**src/rtl/uart_tx.sv**
```systemverilog
// uart_tx: UART transmitter. CLK is the bit clock (one period per bit).
// Each accepted word goes out as one frame, LSB first:
// start (0), DATA_WIDTH data bits, optional parity bit, stop (1).
//
// Ports:
//   CLK        - TX bit clock, rising edge
//   RST        - asynchronous reset, active low
//   P_DATA     - word to send, captured on acceptance
//   DATA_VALID - send request, honoured only while idle
//   PAR_EN     - 1 = append a parity bit, captured on acceptance
//   PAR_TYP    - 0 = even parity, 1 = odd parity, captured on acceptance
//   TX_OUT     - registered serial line, idles high
//   BUSY       - registered, high for every bit time from start to stop
//
// state  | meaning
// IDLE   | line high, waiting for DATA_VALID
// START  | start bit (0) on the line
// DATA   | data bit cnt on the line
// PARITY | parity bit on the line
// STOP   | stop bit (1) on the line
module uart_tx #(
  parameter int DATA_WIDTH = 8
) (
  input  logic                  CLK,
  input  logic                  RST,
  input  logic [DATA_WIDTH-1:0] P_DATA,
  input  logic                  DATA_VALID,
  input  logic                  PAR_EN,
  input  logic                  PAR_TYP,
  output logic                  TX_OUT,
  output logic                  BUSY
);

  localparam int CW = $clog2(DATA_WIDTH);
  localparam logic [CW-1:0] LAST = CW'(DATA_WIDTH - 1);

  typedef enum logic [2:0] {IDLE, START, DATA, PARITY, STOP} state_t;

  state_t                state;
  logic [CW-1:0]         cnt;
  logic [CW-1:0]         cnt_nxt;
  logic [DATA_WIDTH-1:0] data;
  logic                  par_en;
  logic                  par_bit;

  assign cnt_nxt = cnt + CW'(1);

  // TX_OUT/BUSY are loaded with the value for the state being entered, so
  // the line changes on the same edge as the state.
  always_ff @(posedge CLK or negedge RST) begin
    if (!RST) begin
      state   <= IDLE;
      cnt     <= '0;
      data    <= '0;
      par_en  <= 1'b0;
      par_bit <= 1'b0;
      TX_OUT  <= 1'b1;
      BUSY    <= 1'b0;
    end else begin
      case (state)
        IDLE: begin
          TX_OUT <= 1'b1;
          BUSY   <= 1'b0;
          if (DATA_VALID) begin
            data    <= P_DATA;
            par_en  <= PAR_EN;
            // odd parity is the inverted XOR of the word
            par_bit <= (^P_DATA) ^ PAR_TYP;
            state   <= START;
            TX_OUT  <= 1'b0;
            BUSY    <= 1'b1;
          end
        end
        START: begin
          cnt    <= '0;
          TX_OUT <= data[0];
          state  <= DATA;
        end
        DATA: begin
          if (cnt == LAST) begin
            cnt <= '0;
            if (par_en) begin
              TX_OUT <= par_bit;
              state  <= PARITY;
            end else begin
              TX_OUT <= 1'b1;
              state  <= STOP;
            end
          end else begin
            cnt    <= cnt_nxt;
            TX_OUT <= data[cnt_nxt];
          end
        end
        PARITY: begin
          TX_OUT <= 1'b1;
          state  <= STOP;
        end
        STOP: begin
          TX_OUT <= 1'b1;
          BUSY   <= 1'b0;
          state  <= IDLE;
        end
        default: begin
          TX_OUT <= 1'b1;
          BUSY   <= 1'b0;
          cnt    <= '0;
          state  <= IDLE;
        end
      endcase
    end
  end

endmodule

```
**config.mk**
```make
export PLATFORM = sky130hd
export DESIGN_NAME = uart_tx
export DESIGN_NICKNAME = d
export VERILOG_FILES = /design/src/rtl/uart_tx.sv
export SDC_FILE = /design/constraint.sdc
export NUM_CORES = 1
export LEC_CHECK = 0
export CORE_MARGIN = 2
export CORE_UTILIZATION = 51
export DETAILED_ROUTE_END_ITERATION = 12
export PLACE_DENSITY = 0.79
export SYNTH_ARGS = -nofsm -noshare
export SYNTH_HDL_FRONTEND = slang
export SYNTH_SLANG_ARGS = --single-unit
```
**constraint.sdc**
```tcl
create_clock -name CLK -period 2.08 [get_ports CLK]
set_input_delay 0.208 -clock CLK [delete_from_list [all_inputs] [get_ports CLK]]
set_output_delay 0.208 -clock CLK [all_outputs]
set_load 0.01 [all_outputs]
```
==> results of run 1 <==
==> final timing paths <==
kind | startpoint | to | slack [ns] | cells past startpoint
max | cnt[0]$_DFFE_PN0N_ | TX_OUT$_DFF_PN1_ | 0.20 | 5
min | RST | data[5]$_DFFE_PN0P_ | 0.23 | 2
max reg2reg | cnt[0]$_DFFE_PN0N_ | TX_OUT$_DFF_PN1_ | 0.20 | 5
min reg2reg | data[5]$_DFFE_PN0P_ | data[5]$_DFFE_PN0P_ | 0.53 | 1
max in group asynchronous | RST | TX_OUT$_DFF_PN1_ | 1.59 | 2
min in group CLK | PAR_EN | par_en$_DFFE_PN0P_ | 0.46 | 3
==> synthesized netlist by cell type, drive strengths merged <==
| library cell | instances |
|---|---|
| dfrtp | 17 |
| mux2 | 9 |
| a21oi | 7 |
| nand2 | 7 |
| nor2 | 7 |
| o21ai | 7 |
| xnor2 | 5 |
| buf | 3 |
| inv | 3 |
| nor3 | 3 |
| ha | 2 |
| mux4 | 2 |
| a211oi | 1 |
| and3 | 1 |
| dfstp | 1 |
| mux2i | 1 |
| nand2b | 1 |
| nand3 | 1 |
| nor2b | 1 |
| o211ai | 1 |
| o31ai | 1 |
| xnor3 | 1 |
| xor2 | 1 |
==> report_power, final <==
| group | switching (mW) | leakage, nW | internal, mW | total, mW |
|---|---|---|---|---|
| Sequential | 0.161 | 0.219 | 0.524 | 0.685 |
| Combinational | 0.298 | 0.278 | 0.463 | 0.761 |
| Clock | 0.105 | 0.0150 | 0.0746 | 0.179 |
| Total | 0.564 | 0.512 | 1.06 | 1.62 |
==> metal layers <==
metal,routed length [um],global-route usage [%]
met4,38,7.57
met2,855,29.7
met3,74,7.55
met5,0,0
met1,817,25.2
==> cell type report <==
class | count | share of cell area, %
Timing Repair Buffer | 16 | 13.3
Sequential cell | 18 | 38.9
Clock buffer | 4 | 2.26
Inverter | 3 | 0.969
Tap cell | 25 | 2.69
Multi-Input combinational cell | 59 | 41.9
==> cell families after synthesis <==
| group | synth area share, % |
|---|---|
| buffers and inverters | 3.35 |
| and+or+nand+nor | 10.2 |
| muxes | 19.6 |
| adders and majority gates | 2.58 |
| AOI/OAI and AO/OA | 10.1 |
| DFF | 46.5 |
| xor gates and xnor gates | 7.73 |
==> worst max-delay path: stages (launching register included) <==
cell      delay, ns
dfrtp_1        0.48
ha_1           0.40
mux4_2         0.51
nor2b_4        0.14
a211oi_2       0.20
o21ai_1        0.09
==> registers in the layout, indices dropped and copies added, names as in the netlist <==
register / count
BUSY: 1
TX_OUT: 1
cnt: 3
data: 8
par_bit: 1
par_en: 1
state: 3
==> flow_summary.json, run 1 <==
{
  "layout.nets": 116,
  "grt_pass1_wl_um": 2940,
  "outcome": "complete, no violations",
  "postPlaceCellArea_sq_um": 1140,
  "drcViolationCount": 0,
  "hold_ws_ns": 0.234,
  "num_antenna_cells": 0,
  "final_core_util_pct": 65.9,
  "clock.fmax_mhz": 531,
  "final_common_cell": "dfrtp_1",
  "fin_tns_setup_ns": 0,
  "synth_area_leader_cell": "dfrtp_1",
  "grt.overflow.total": 0,
  "synth_area_leaders": "dfrtp_1 (44%), mux2_4 (12%), xnor2_1 (4.5%), a21oi_1 (3.6%), o21ai_1 (3.6%)",
  "ys_seq_area_share_pct": 46.5,
  "cts_made_buffers": 3,
  "grt_max_degree": 19,
  "hold_violations": 0,
  "wl_per_cell_um": 14.3,
  "yosysUniqueCellTypes": 27,
  "worst-path-max-fanout": 6,
  "antenna_found_initial": 0,
  "area_delta_synth_final_pct": 19.7,
  "postCtsSetupBuffers": 0,
  "rsz0062_at_grt": "no",
  "dieArea_sq_um": 2270,
  "n_fill_cell": 156,
  "first_pass_iters": 4,
  "start_util_pct": 55.0,
  "place_hpwl_um": 1340,
  "setup_viol": 0,
  "fp.dieH_um": 47.6,
  "cts_tree": "built",
  "clock_sinks": 18,
  "grtUsageTotal_pct": 19.5,
  "clock_latency_ns": 0.29,
  "stdcell_count": 125,
  "vias": 678,
  "drt_iter0_drc": 12,
  "power_mw": 1.62,
  "clk_pin_slew_ns": 0.10,
  "numPlacedInstances": 121,
  "port_buffers": 14,
  "slew_violations": 0,
  "power_per_cell_area_nw_per_um2": 1400,
  "layout_min_cycle_time_ns": 1.88,
  "drive_gt1_share_pct": 19.0,
  "post-synth-top-area-fraction_pct": 43.8,
  "synth_area_sq_um": 971,
  "drt-total-wl_um": 1780,
  "grt_pass1_vias": 639,
  "cp.required_ns": 2.30,
  "synth_nets": 98,
  "cts_htree_levels": 1,
  "cts_buffer_depth": 2,
  "arrival_ns": 2.11,
  "rows": 15,
  "coreArea_sq_um": 1760,
  "synthCells": 83,
  "pre_cts_ws_ns": 0.223,
  "cts_root_buffer": "clkbuf_4",
  "fin_ws_ns": 0.195,
  "io_pins": 15,
  "routed_via_density": 5.42,
  "hold_class": "input pin to async pin",
  "tightest_slew_ns": 0.339,
  "cts_resized": 0,
  "cts_hold_buffers": 0,
  "syn_avg_cell_area_sq_um": 11.7,
  "start_kind": "flop",
  "chipWidth_um": 47.6,
  "ant_nets": 0,
  "worst_ir_drop_vdd_v": 0.000641,
  "place.gp.congestion": 0.824,
  "seqCellArea_sq_um": 452,
  "mostFrequentLayoutCells": "dfrtp_1 (17), clkdlybuf4s50_1 (14), mux2_4 (8)",
  "skew_ns": 0.00344,
  "fin_crit_sh_pct": 90.6,
  "slew_headroom_pct": 77.4,
  "power.static_leakage_nw": 0.512,
  "yosysWarnings": 0,
  "final_area_sq_um": 1160,
  "synth-seq-cells": 18,
  "critical_path_class": "flop to flop",
  "multi_input_area_sq_um": 487,
  "cp-end-kind": "flop",
  "maxCapViolations": 0
}
Note: power is estimated with default switching activity, not from simulation.
==> run 2, diff against run 1 <==
--- a/config.mk
+++ b/config.mk
@@ -12,3 +12,4 @@
 export SYNTH_ARGS = -nofsm -noshare
 export SYNTH_HDL_FRONTEND = slang
 export SYNTH_SLANG_ARGS = --single-unit
+export TNS_END_PERCENT = 5
==> results of run 2 <==
Final layout, timing and power as in run 1 (identical DEF).
==> run 3, diff against run 2 <==
--- a/config.mk
+++ b/config.mk
@@ -8,7 +8,7 @@
 export CORE_MARGIN = 2
 export CORE_UTILIZATION = 51
 export DETAILED_ROUTE_END_ITERATION = 12
-export PLACE_DENSITY = 0.79
+export PLACE_DENSITY = 0.8
 export SYNTH_ARGS = -nofsm -noshare
 export SYNTH_HDL_FRONTEND = slang
 export SYNTH_SLANG_ARGS = --single-unit
==> run 3 against run 2 <==
Clock power up 18%. Critical path depth did not move. Die area unchanged. Total power up 2.6%. Count of clock-buffer cells in the layout is the same. Worst setup slack worse by 0.0079 ns. Final cell count did not move. Clock skew about the same. Global-route usage is 0.11 points lower. Largest cell class unchanged. Critical path type unchanged. First-iteration DRC count increased by 100%.
==> flow_summary.json, run 3 (same netlist as run 1, synthesis figures left out) <==
{
  "start_kind": "flop",
  "drt-total-wl_um": 1850,
  "clock_latency_ns": 0.28,
  "chipWidth_um": 47.6,
  "outcome": "complete, no violations",
  "slew_headroom_pct": 78.3,
  "hold_ws_ns": 0.241,
  "drcViolationCount": 0,
  "clock.fmax_mhz": 528,
  "cts_htree_levels": 1,
  "drive_gt1_share_pct": 20.0,
  "maxCapViolations": 0,
  "top_layer_used": "met4",
  "wl_per_cell_um": 14.8,
  "grtUsageTotal_pct": 19.4,
  "rsz0062_at_grt": "no",
  "grt_pass1_wl_um": 2940,
  "clock_sinks": 18,
  "ant_nets": 0,
  "grt.overflow.total": 0,
  "dieArea_sq_um": 2270,
  "io_pins": 15,
  "layout_min_cycle_time_ns": 1.89,
  "crit_path_top_delay_cell": "mux4_2",
  "hold_class": "input pin to async pin",
  "cts_resized": 0,
  "arrival_ns": 2.11,
  "num_antenna_cells": 0,
  "power_per_cell_area_nw_per_um2": 1420,
  "postCtsSetupBuffers": 0,
  "cp_cell_sequence": "ha_1 > mux4_2 > nor2b_4 > a211oi_2 > o21ai_1",
  "drt_iter0_drc": 24,
  "cts_made_buffers": 3,
  "worst-path-max-fanout": 6,
  "clk_pin_slew_ns": 0.10,
  "fin_tns_setup_ns": 0,
  "grt_pass1_vias": 632,
  "cts_tree": "built",
  "port_buffers": 14,
  "slew_violations": 0,
  "hold_violations": 0,
  "critical_path_class": "flop to flop",
  "cts_root_buffer": "clkbuf_4",
  "crit_path_max_incr_delay_ns": 0.52,
  "coreArea_sq_um": 1760,
  "final_common_cell": "dfrtp_1",
  "cts_buffer_depth": 2,
  "largest_register_ff_count": 8,
  "cts_hold_buffers": 0,
  "crit_buf_inv": 0,
  "place.gp.congestion": 0.812,
  "power.static_leakage_nw": 0.518,
  "grt_max_degree": 19,
  "n_fill_cell": 147,
  "rows": 15,
  "layout.nets": 116,
  "cp-end-kind": "flop",
  "worst_ir_drop_vdd_v": 0.000841,
  "fin_crit_sh_pct": 91.0,
  "regMostFlops": "data",
  "vias": 694,
  "skew_ns": 0.00312,
  "wl_met1_um": 811,
  "critPathTopFamily": "multiplexers",
  "place_hpwl_um": 1420,
  "area_delta_synth_final_pct": 20.7,
  "antenna_found_initial": 0,
  "fp.dieH_um": 47.6,
  "mostFrequentLayoutCells": "dfrtp_1 (17), clkdlybuf4s50_1 (14), mux2_4 (8)",
  "routed-wl-met3_um": 73,
  "met2_length_um": 934,
  "setup_viol": 0,
  "first_pass_iters": 4,
  "routed_via_density": 5.55,
  "start_util_pct": 55.0,
  "tightest_slew_ns": 0.326,
  "cp.required_ns": 2.30,
  "reg_top3": "data: 8 flops, cnt: 3 flops, state: 3 flops"
}
==> run 3: per-layer routing <==
layer / global-route usage (%) / vias to the layer above
li1: - / 324
met3: 4.91 / 4
met4: 6.49 / 0
met1: 26.4 / 348
met2: 30.5 / 18
met5: 0 / -
==> run 3: area by class of cell <==
| class | instances | area, sq um | share of cell area [%] |
|---|---|---|---|
| sequential | 18 | 452 | 38.5 |
| inverter | 3 | 11.3 | 0.961 |
| tap | 25 | 31.3 | 2.67 |
| clock buffer | 4 | 36.3 | 3.09 |
| multi-input combinational | 59 | 487 | 41.5 |
| timing repair buffer | 16 | 155 | 13.2 |
==> run 3: worst paths after layout <==
kind,startpoint,endpoint,depth (start not counted),slack (ns)
worst max-delay path,cnt[0]$_DFFE_PN0N_,TX_OUT$_DFF_PN1_,5,0.19
worst min-delay path,RST,cnt[2]$_DFFE_PN0N_,2,0.24
worst max register to register,cnt[0]$_DFFE_PN0N_,TX_OUT$_DFF_PN1_,5,0.19
worst min register to register,data[6]$_DFFE_PN0P_,data[6]$_DFFE_PN0P_,1,0.53
max in group asynchronous,RST,TX_OUT$_DFF_PN1_,2,1.58
min in group CLK,PAR_EN,par_en$_DFFE_PN0P_,3,0.46
==> run 3: report_power, final <==
group	leakage (nW)	internal [mW]	total, mW	switching [mW]
sequential	0.219	0.524	0.685	0.161
combinational	0.278	0.463	0.771	0.308
clock	0.0210	0.106	0.211	0.105
==> run 3: metrics by stage <==
stage / instance area [sq um] / worst slack (ns) / util [%] / cells / power, mW
detailed placement: 1140 / 0.213 / 64.4 / 121 / 1.45
floorplan: 971 / 0.318 / - / 83 / 1.27
global placement: 1140 / 0.287 / 64.4 / 121 / 1.42
CTS: 1170 / 0.191 / 66.5 / 125 / 1.67
global route: 1170 / 0.116 / 66.5 / 125 / 1.78
finish: 1170 / 0.188 / 66.5 / 125 / 1.67
==> run 3: worst reg2reg max path: cells and delay by family (launching register included) <==
family	cells	cell delay, ns
mux	1	0.52
flops	1	0.48
fa+ha+maj	1	0.39
compound gates	2	0.30
simple gates	1	0.14
==> RTL edit, RTL diff (settings of run 2) <==
Register the output `TX_OUT` once more, with the module's reset; this adds one clock of latency there. The other outputs are not delayed to match. Comments in the files are not updated.
--- a/src/rtl/uart_tx.sv
+++ b/src/rtl/uart_tx.sv
@@ -36,6 +36,8 @@
 
   typedef enum logic [2:0] {IDLE, START, DATA, PARITY, STOP} state_t;
 
+  logic TX_OUT_s0;
+
   state_t                state;
   logic [CW-1:0]         cnt;
   logic [CW-1:0]         cnt_nxt;
@@ -54,12 +56,12 @@
       data    <= '0;
       par_en  <= 1'b0;
       par_bit <= 1'b0;
-      TX_OUT  <= 1'b1;
+      TX_OUT_s0 <= 1'b1;
       BUSY    <= 1'b0;
     end else begin
       case (state)
         IDLE: begin
-          TX_OUT <= 1'b1;
+          TX_OUT_s0 <= 1'b1;
           BUSY   <= 1'b0;
           if (DATA_VALID) begin
             data    <= P_DATA;
@@ -67,41 +69,41 @@
             // odd parity is the inverted XOR of the word
             par_bit <= (^P_DATA) ^ PAR_TYP;
             state   <= START;
-            TX_OUT  <= 1'b0;
+            TX_OUT_s0 <= 1'b0;
             BUSY    <= 1'b1;
           end
         end
         START: begin
           cnt    <= '0;
-          TX_OUT <= data[0];
+          TX_OUT_s0 <= data[0];
           state  <= DATA;
         end
         DATA: begin
           if (cnt == LAST) begin
             cnt <= '0;
             if (par_en) begin
-              TX_OUT <= par_bit;
+              TX_OUT_s0 <= par_bit;
               state  <= PARITY;
             end else begin
-              TX_OUT <= 1'b1;
+              TX_OUT_s0 <= 1'b1;
               state  <= STOP;
             end
           end else begin
             cnt    <= cnt_nxt;
-            TX_OUT <= data[cnt_nxt];
+            TX_OUT_s0 <= data[cnt_nxt];
           end
         end
         PARITY: begin
-          TX_OUT <= 1'b1;
+          TX_OUT_s0 <= 1'b1;
           state  <= STOP;
         end
         STOP: begin
-          TX_OUT <= 1'b1;
+          TX_OUT_s0 <= 1'b1;
           BUSY   <= 1'b0;
           state  <= IDLE;
         end
         default: begin
-          TX_OUT <= 1'b1;
+          TX_OUT_s0 <= 1'b1;
           BUSY   <= 1'b0;
           cnt    <= '0;
           state  <= IDLE;
@@ -110,5 +112,13 @@
     end
   end
 
+  always_ff @(posedge CLK or negedge RST) begin
+    if (!RST) begin
+      TX_OUT <= '0;
+    end else begin
+      TX_OUT <= TX_OUT_s0;
+    end
+  end
+
 endmodule
 
Check against the original RTL: not equivalent (Yosys sat finds a counterexample within 4 cycles, from zero or initial values and one cycle with RST low).
==> RTL edit against run 2 <==
- wire length down 5.6%
- setup slack better by 0.062 ns
- die area down 2.2%
- power down 6.1%
- count of clock-buffer cells in the layout down 1
- sequential power up 3%
- synthesized area down 2.4%
- sequential cell count up 1
- clock skew up 0.0029 ns
- cell area down 1.5%
- critical path type unchanged
- highest routed layer unchanged
==> RTL edit: results (changes against run 2) <==
stage	metric	value	unit	change
place	Setup WS pre-CTS	0.241	ns	+0.0176 ns
global_routing	vias in the first global route	602		-5.8%
setup_path	Reg2Reg Setup Slack	0.26	ns	+0.06 ns
status	status	completed		
drt	WL per Instance	13.9	um	-2.5%
worst_hold_path	worst min-delay path class	primary input to asynchronous set/reset pin		
logic_synthesis	Netlist cell types	29		+7.4%
place	dpl hpwl	1310	um	-2.4%
logic_synthesis	Syn Nets	94		-4.1%
logic_synthesis	most frequent cells after synthesis	dfrtp_1, mux2_1, nand2_1		
cells_and_area	layout cells sized above 1	10.4	%	-8.6 points
drt	DR iter-0 viols	16		+4
clocking	clk slew on worst S/H paths	0.11	ns	
global_routing	global-route wire length before repair	2680	um	-8.7%
setup_path	critical-path maximum fanout	6		unchanged
place	post-placement cell area	0.00112	mm2	-1.7%
logic_synthesis	Synth Area in Adders	2.64	%	+0.065 points
drt	vias per cell	5.45		+0.41%
logic_synthesis	Async S/R FF share, synth	100	%	unchanged
clocking	root buffer cell	clkbuf_4		
global_routing	gr ovfl total	0		unchanged
timing	highest clock rate	549	MHz	+3.4%
drt	number of vias in the routed layout	659		-2.8%
cells_and_area	Largest register FFs	8		unchanged
logic_synthesis	mux contribution to synthesized area	18.4	%	-1.2 points
logic_synthesis	Synth Area in Compound Gates	9.38	%	-0.67 points
setup_path	Data arrival, critical path	2.06	ns	-0.05 ns
place	placed instance count	117		-3.3%
timing	Clock Skew	0.00632	ns	+0.00288 ns
logic_synthesis	Post-Synth XOR/XNOR Area	7.93	%	+0.19 points
logic_synthesis	Gate Count Post-Synth	79		-4.8%
pwr	Lkg Pwr	0.484	nW	-5.5%
place	RePlAce Congestion	0.756		-8.3%
pwr	Switch Pwr	0.534	mW	-5.3%
pwr	Max VDD drop	785	uV	+22%
timing	Worst Tran Pin Value	0.457	ns	+0.117 ns
global_routing	GRT Overall Usage	18.5	%	-1.0 points
setup_path	Critical Path Sink	TX_OUT_s0$_DFF_PN1_		
logic_synthesis	sequential area share after synthesis	50.3	%	+3.8 points
cells_and_area	biggest regs	data: 8 flops, cnt: 3 flops, state: 3 flops		
logic_synthesis	Yosys warning count	0		unchanged
clocking	Post-CTS Setup Bufs	0		unchanged
logic_synthesis	Area contributors post-synth	dfrtp_1, mux2_1, xnor2_1		
global_routing	pin count of the biggest net entering global routing	20		+1
setup_path	Worst setup startpoint	cnt[0]$_DFFE_PN0N_		
clocking	Clock Latency Late Sink	0.30	ns	
cells_and_area	Nets	112		-3.4%
timing	Pins Over Slew Limit	0		unchanged
cells_and_area	fillers	144		-7.7%
clocking	CTS Buf Count	3		unchanged
-- RTL edit: changes by cell type after synthesis, moves of 2 or more --
cell / delta
mux2_1: +7
nor2_1: -2
inv_2: -2
nor2b_1: +2
a21oi_1: -2
mux2_4: -7
o21ai_1: -2
-- RTL edit: worst max-delay path, stage by stage, from the launching register on --
cell,delay [ns]
dfrtp_1,0.46
ha_1,0.37
mux4_2,0.49
nor2b_1,0.15
a211oi_2,0.20
o21ai_1,0.09
-- RTL edit: cell type report --
cell class	count	area (um2)	share of cell area (%)
multi-input cells	56	450	39.3
flip-flops and latches	19	477	41.6
clock buffers	3	22.5	1.97
well taps	25	31.3	2.73
repair buffers	16	155	13.6
clock inverters	1	5.00	0.437
inverters	1	3.75	0.328
-- RTL edit: worst min-delay path by stage --
stage	start	to	slack, ns
final	RST	state[0]$_DFFE_PN0P_	0.23
after detailed placement	TX_OUT_s0$_DFF_PN1_	TX_OUT$_DFF_PN0_	0.39
after floorplan	RST	BUSY$_DFFE_PN0N_	-0.09
after CTS	RST	BUSY$_DFFE_PN0N_	0.22
after global placement	TX_OUT_s0$_DFF_PN1_	TX_OUT$_DFF_PN0_	0.39
after global routing	RST	state[1]$_DFFE_PN0P_	0.24
-- RTL edit: layer usage --
metal,GRT usage [%],up-vias,wire (um)
met5,0,-,0
met4,12.2,0,49
met3,4.62,6,86
met2,29.3,26,841
met1,22.3,315,706
li1,-,312,-
-- RTL edit: power by group through the flow --
| stage | clock, mW | sequential [mW] | combinational, mW |
|---|---|---|---|
| after global routing | 0.210 | 0.728 | 0.704 |
| after detailed placement | 0 | 0.712 | 0.641 |
| after global placement | 0 | 0.698 | 0.613 |
| final | 0.188 | 0.704 | 0.633 |
| after floorplan | 0 | 0.637 | 0.526 |
| after CTS | 0.194 | 0.704 | 0.642 |
